<file path="config.mk">
export PLATFORM = sky130hd
export DESIGN_NAME = sampler_ctrl
export DESIGN_NICKNAME = d
export VERILOG_FILES = /design/src/rtl/sampler_ctrl.sv
export SDC_FILE = /design/constraint.sdc
export NUM_CORES = 1
export LEC_CHECK = 0
export ABC_AREA = 1
export CAP_MARGIN = 20
export CORE_UTILIZATION = 45
export CTS_BUF_LIST = sky130_fd_sc_hd__clkbuf_8
export DETAILED_ROUTE_END_ITERATION = 8
export HOLD_SLACK_MARGIN = 0.02
export PLACE_DENSITY = 0.89
export SYNTH_ARGS = -nofsm -noshare
export SYNTH_HDL_FRONTEND = slang
export SYNTH_SLANG_ARGS = --single-unit
</file>
<file path="constraint.sdc">
create_clock -name clk -period 1.9 [get_ports clk]
set_clock_uncertainty 0.15 [all_clocks]
set_input_delay 0.38 -clock clk [delete_from_list [all_inputs] [get_ports clk]]
set_output_delay 0.38 -clock clk [all_outputs]
set_load 0.05 [all_outputs]
</file>
<file path="src/rtl/sampler_ctrl.sv">
// rtl/sampler_ctrl.sv - start/stop sequencer for sampler register writes (optional SAMPLER_CTRL_AUTOSTOP_EN)
module sampler_ctrl #(
    parameter logic [4:0] DIV_ADDR  = 5'd4,
    parameter logic [4:0] CTRL_ADDR = 5'd0
) (
    input  logic        clk,
    input  logic        rst_n,
    input  logic        cmd_start,
    input  logic        cmd_stop,
    input  logic [31:0] cfg_div,
    input  logic [2:0]  cfg_mode,
    input  logic        overflow,
    input  logic        err_clr,
    output logic [4:0]  waddr,
    output logic [31:0] wdata,
    output logic        wvalid,
    output logic        cmd_ack,
    output logic        running,
    output logic        busy,
    output logic        err
);

    typedef enum logic [2:0] {
        S_IDLE,
        S_WR_DIV,
        S_WR_ON,
        S_RUN,
        S_WR_OFF
    } state_t;

    state_t      r_state;
    logic [31:0] r_div;
    logic [2:0]  r_mode;
    logic [4:0]  r_waddr;
    logic [31:0] r_wdata;
    logic        r_wvalid;
    logic        r_cmd_ack;
    logic        r_running;
    logic        r_busy;
    logic        r_err;
    logic        w_err_window;
    logic        w_leave_run;

    // overflow only matters once the sampler has been switched on
    assign w_err_window = (r_state == S_WR_ON) || (r_state == S_RUN) || (r_state == S_WR_OFF);

`ifdef SAMPLER_CTRL_AUTOSTOP_EN
    assign w_leave_run = cmd_stop || overflow;
`else
    assign w_leave_run = cmd_stop;
`endif

    always_ff @(posedge clk or negedge rst_n) begin
        if (!rst_n) begin
            r_state   <= S_IDLE;
            r_div     <= 32'd0;
            r_mode    <= 3'd0;
            r_waddr   <= 5'd0;
            r_wdata   <= 32'd0;
            r_wvalid  <= 1'b0;
            r_cmd_ack <= 1'b0;
            r_running <= 1'b0;
            r_busy    <= 1'b0;
            r_err     <= 1'b0;
        end else begin
            r_waddr   <= 5'd0;
            r_wdata   <= 32'd0;
            r_wvalid  <= 1'b0;
            r_cmd_ack <= 1'b0;
            r_running <= 1'b0;
            r_busy    <= 1'b0;

            if (overflow && w_err_window) begin
                r_err <= 1'b1;
            end else if (err_clr) begin
                r_err <= 1'b0;
            end

            // outputs are registered for the state being entered
            case (r_state)
                S_IDLE: begin
                    if (cmd_start) begin
                        r_div     <= cfg_div;
                        r_mode    <= cfg_mode;
                        r_cmd_ack <= 1'b1;
                        r_wvalid  <= 1'b1;
                        r_waddr   <= DIV_ADDR;
                        r_wdata   <= cfg_div;
                        r_busy    <= 1'b1;
                        r_state   <= S_WR_DIV;
                    end
                end
                S_WR_DIV: begin
                    r_wvalid <= 1'b1;
                    r_waddr  <= CTRL_ADDR;
                    r_wdata  <= {27'd0, r_mode, 1'b0, 1'b1};
                    r_busy   <= 1'b1;
                    r_state  <= S_WR_ON;
                end
                S_WR_ON: begin
                    r_running <= 1'b1;
                    r_state   <= S_RUN;
                end
                S_RUN: begin
                    if (w_leave_run) begin
                        r_cmd_ack <= cmd_stop;
                        r_wvalid  <= 1'b1;
                        r_waddr   <= CTRL_ADDR;
                        r_wdata   <= {27'd0, r_mode, 1'b0, 1'b0};
                        r_busy    <= 1'b1;
                        r_state   <= S_WR_OFF;
                    end else begin
                        r_running <= 1'b1;
                    end
                end
                S_WR_OFF: begin
                    r_state <= S_IDLE;
                end
                default: begin
                    r_state <= S_IDLE;
                end
            endcase
        end
    end

    assign waddr   = r_waddr;
    assign wdata   = r_wdata;
    assign wvalid  = r_wvalid;
    assign cmd_ack = r_cmd_ack;
    assign running = r_running;
    assign busy    = r_busy;
    assign err     = r_err;

endmodule

</file>
==> impl_metrics.ini, run 1 <==
[placed_design]
io_buffers = 78
dp.cells = 299
dp_hpwl_mm = 2.67
place_ws_ns = 0.301
gp_congestion = 0.822
placedInstanceArea_um2 = 2460

[worst_setup_path]
crit_buf_inv = 0
arrival_ns = 1.62
timing.rr.start = r_state[0]
crit_start = r_state[0]
worstSetupStartpointType = flop
crit_fanout = 29
path_cells = nor2_8 > nand2_4 > o21ai_0
slowest_delay_ns = 0.52
path_delay_family = simple AND/OR/NAND/NOR gates
slowest_stage = dfrtp_1
crit_type = reg -> reg
worst_ep_required_time_ns = 1.96
critPathCaptureType = flop

[route]
vias_per_cell = 4.53
totalWireLength_mm = 3.67
drc = 0
ant_nets = 0
met1Wirelength_mm = 1.31
maxUsedRoutingLayer = met4
met2_length_mm = 1.96
vias = 1396
wl_per_cell_um = 11.9
dr.pass1.iters = 4
dr_wl_met3_um = 333
drtIter0Drc = 70

[sta]
min_period_ns = 1.55
layout_setup_ws_ns = 0.347
drv_slew = 0
fin_crit_sh_pct = 81.8
setup-tns-final_ns = 0
fin_hold_ws_ns = 0.350
max_freq_ghz = 0.644
rsz0062_at_grt = false
finalHoldViolations = 0
setup_viol = 0

[job]
cap_violations = 0

[yosys]
netlist.area_leader.share_pct = 60.9
synth.avg_cell_area_um2 = 9.88
yosysUniqueCellTypes = 18
yosys-top-cells-count = 57 x nand2_1, 43 x dfrtp_1, 22 x nor2_1
yosysMostFrequentCell = nand2_1
synth_edf_count = 0
async_reset_ff_share_pct = 100
syn-cell-area_um2 = 1770
synth_top_area_cell = dfrtp_1
synth_area_leaders = dfrtp_1 61%, nand2_1 12%, nor2_4 6.4%
ys_ff_latch = 43
ys_warn_count = 0
synth_flop_cell = dfrtp_1
seq_area_frac_synth_pct = 60.9
synthCells = 179

[die]
start_util_pct = 47.6
die_area_um2 = 4180
die_h_um = 64.7
ios = 83
coreArea_um2 = 3720
core.rowCount = 22
die_w_um = 64.7

[final_layout]
final_area_um2 = 2590
postLayoutCoreUtil_pct = 69.6
stdcell_count = 308
fin_nets = 300
layout-drive-gt1-share_pct = 24.6
area_delta_synth_final_pct = 46.3
fill_cells = 295
n_antenna_cell = 0

[outcome]
outcome = completed

[clock_tree]
h-tree-depth = 2
clock_sinks = 43
cts_tree = done
insertion_delay_ns = 0.29
numCtsBuffers = 5
cts_root_buf = clkbuf_8
post-cts-setup-buffers = 0
cts_buffer_depth = 2
clk_pin_slew_ns = 0.08

[global_route]
grt_pass1_wl_mm = 6.01
grt_pass1_vias = 1332
grt_max_degree = 44
globalRouteOverflowTotal = 0
grt_usage_pct = 19.9
antenna_found_initial = 0

[pwr]
p_per_area_nw_per_um2 = 1460
cellLeakagePower_nw = 1.37
ir_drop_mv = 0.902
total_power_mw = 3.76

[min_path]
hp-class = reg -> reg
worstHoldStart = err
[power by group]
part           leakage, nW  switching, mW  internal (mW)
registers            0.575          0.144           1.15
logic                0.730           1.25          0.494
clock network       0.0612          0.301          0.425
total                 1.37           1.70           2.07
[layout by cell type, fill, tap and decap left out]
cell             Yosys  layout
buf_12               1       1
buf_2                1       1
buf_4                6      41
bufinv_16            0       1
clkbuf_8             0       6
clkdlybuf4s50_1      0      39
clkinv_2             0       1
conb_1               1       4
dfrtp_1             43      43
dlygate4sd3_1        0       1
inv_1               13      13
inv_2                1       1
nand2_1             57      57
nand2_4              1       1
nand3_1             11      11
nand4_1              3       3
nor2_1              22      22
nor2_4              10      10
nor2_8               1       1
o211ai_1             1       1
o21ai_0              2       2
[worst min-delay path: stages, from the launching register on]
cell and delay, ns:
dfrtp_1 0.35, nand2_1 0.06, nand2_1 0.06
[flip-flops by register name, summed over array words and instances, names as in the netlist]
signal / cells
err: 1
cmd_ack: 1
r_state: 3
wdata: 32
running: 1
r_mode: 3
busy: 1
waddr: 1
[per-layer routing]
metal	GRT usage, %	up-vias
met5	0	-
met4	10.0	0
met3	7.22	8
met2	33.4	69
met1	22.1	632
li1	-	687
[final timing paths]
path | to | slack, ns | depth (start not counted)
min in group asynchronous | wdata[0] | 0.44 | 3
worst min register to register | err | 0.35 | 2
worst min-delay path | err | 0.35 | 2
max in group asynchronous | r_state[0] | 0.96 | 3
worst max register to register | wdata[0] | 0.35 | 3
worst max-delay path | wdata[0] | 0.35 | 3
[final cells by class]
cell class                 instances  area, um^2  share of cell area (%)
sequential                        43        1080                    41.6
timing repair buffer              83         733                    28.4
multi-input combinational        112         547                    21.1
clock buffer                       6        82.6                    3.19
tap                               48        60.1                    2.32
inverter                          14        52.6                    2.03
clock inverter                     2        35.0                    1.35
[logic make-up (layout without fill, tap and decap cells)]
group | Yosys count | in the layout | synth area share [%]
other cells | 1 | 4 | 0.212
simple gates | 105 | 105 | 29.1
buf+inv | 27 | 105 | 8.85
flops | 43 | 43 | 60.9
compound gates | 3 | 3 | 0.991
[timing repair]
item,CTS,global route
resized for setup,0,0
endpoints found under the hold margin,43,0
hold buffers,1,0
Power figures use the tool's default switching activity.
==> run 2, diff against run 1 <==
CORE_UTILIZATION = 42   (was 45)
PLACE_DENSITY = 0.84   (was 0.89)
clock period = 1.5 ns   (was 1.9 ns; I/O delays follow)
==> run 2 against run 1 <==
Effect of this change: critical path type is now reg -> out; first-iteration DRC count down 36%; routed wire length is 7.1% higher; hold slack better by 0.0045 ns.
==> impl_metrics.ini, run 2 (synthesis results as in run 1) <==
[pwr]
cellLeakagePower_nw = 1.49
comb_power_share_pct = 52.8
clkPwrFrac_pct = 14.7
internal_power_mw = 3.15
ir_drop_mv = 0.743
pwr-share-seq_pct = 32.4
power_switching_share_pct = 42.1
p_per_area_nw_per_um2 = 1770
p_sw_mw = 2.30

[sta]
max_freq_ghz = 0.739
setup_viol = 0
setup-tns-final_ns = 0
finalHoldViolations = 0
drv_slew = 0
fin_crit_sh_pct = 90.2
rsz0062_at_grt = false
fin_hold_ws_ns = 0.354
min_period_ns = 1.35

[clock_tree]
cts_buffer_depth = 2
numCtsBuffers = 5
cts_hold_buf = 1
post_cts_resized = 0
cts_root_buf = clkbuf_8
insertion_delay_ns = 0.30
cts_tree = done
clock_sinks = 43
clk_pin_slew_ns = 0.08
h-tree-depth = 2
post-cts-setup-buffers = 0

[placed_design]
io_buffers = 78
gp_congestion = 0.836
dp_hpwl_mm = 3.10

[final_layout]
postLayoutCoreUtil_pct = 76.3
area_delta_synth_final_pct = 73.8
layout_commonest_cell = nand2_1
layout-drive-gt1-share_pct = 25.5
fin_nets = 303
final_cell_mix = 57 x nand2_1, 43 x dfrtp_1, 39 x clkdlybuf4s50_1, 39 x buf_12, 22 x nor2_1
n_antenna_cell = 0
largest_register_ffs = 32

[route]
met1Wirelength_mm = 1.34
vias = 1427
dr.pass1.iters = 6
vias_per_cell = 4.56
drtIter0Drc = 45
totalWireLength_mm = 3.93
drc = 0
dr_wl_met3_um = 352
maxUsedRoutingLayer = met4
ant_nets = 0
wl_per_cell_um = 12.6
met2_length_mm = 2.13

[worst_setup_path]
path_cells = buf_12
arrival_ns = 0.90
critPathCaptureType = output port
slowest_stage = dfrtp_1
crit_type = reg -> out
path_delay_family = flip-flops
r2r_slack_ns = 0.15
crit_fanout = 2
slowest_delay_ns = 0.44
worst_ep_required_time_ns = 1.05
crit_buf_inv = 1
worstSetupStartpointType = flop

[die]
start_util_pct = 43.9
core.rowCount = 23
die_h_um = 66.9
die_area_um2 = 4470
ios = 83
coreArea_um2 = 4030
die_w_um = 66.9

[job]
cap_violations = 0

[global_route]
grt_pass1_vias = 1389
antenna_found_initial = 0
grt_max_degree = 44
globalRouteOverflowTotal = 0
grt_usage_pct = 19.9
grt_pass1_wl_mm = 6.33

[outcome]
outcome = completed

[min_path]
hp-class = in -> async
run 2: cell types whose count changed in the layout (fill, tap and decap cells not counted):
| cell | before | now |
|---|---|---|
| buf_12 | 1 | 39 |
| clkinv_2 | 1 | 0 |
| bufinv_16 | 1 | 0 |
| clkinvlp_4 | 0 | 1 |
| buf_4 | 41 | 6 |
| clkbuf_8 | 6 | 7 |
run 2: layout make-up:
cell class	instances	area, um^2
Clock buffer	7	96.3
Clock inverter	1	7.51
Fill cell	259	956
Inverter	14	52.6
Multi-Input combinational cell	112	547
Sequential cell	43	1080
Tap cell	50	62.6
Timing Repair Buffer	86	1230
run 2: metal layers:
metal,track usage (%),vias to the layer above
li1,-,695
met1,19.6,652
met2,34.6,66
met3,7.71,14
met4,12.0,0
met5,0,-
run 2: path summary, 6_finish.rpt:
kind                            start   endpoint  cells after the start
setup / recovery                 busy     wvalid                      1
hold / removal                  rst_n  wdata[30]                      3
setup reg to reg           r_state[0]       busy                      4
hold reg to reg             r_mode[2]  r_mode[2]                      2
max in group asynchronous       rst_n  wdata[16]                      3
min in group clk            r_mode[2]  r_mode[2]                      2
run 2: stage by stage:
step                instances  total power [mW]  setup WS, ns  area (um^2)
floorplan                 182              3.33         0.164         1780
detailed placement        304              4.69       -0.0901         2960
global placement          304              4.61        0.0142         2960
global route              313              5.73        0.0383         3070
finish                    313              5.45         0.147         3070
CTS                       313              5.50         0.137         3070
run 2: power groups by stage:
stage               Sequential, mW  Combinational (mW)  Clock, mW
floorplan                     2.42               0.913          0
global placement              1.77                2.84          0
detailed placement            1.79                2.90          0
CTS                           1.77                2.90      0.825
global route                  1.80                3.04      0.886
finish                        1.77                2.88      0.802
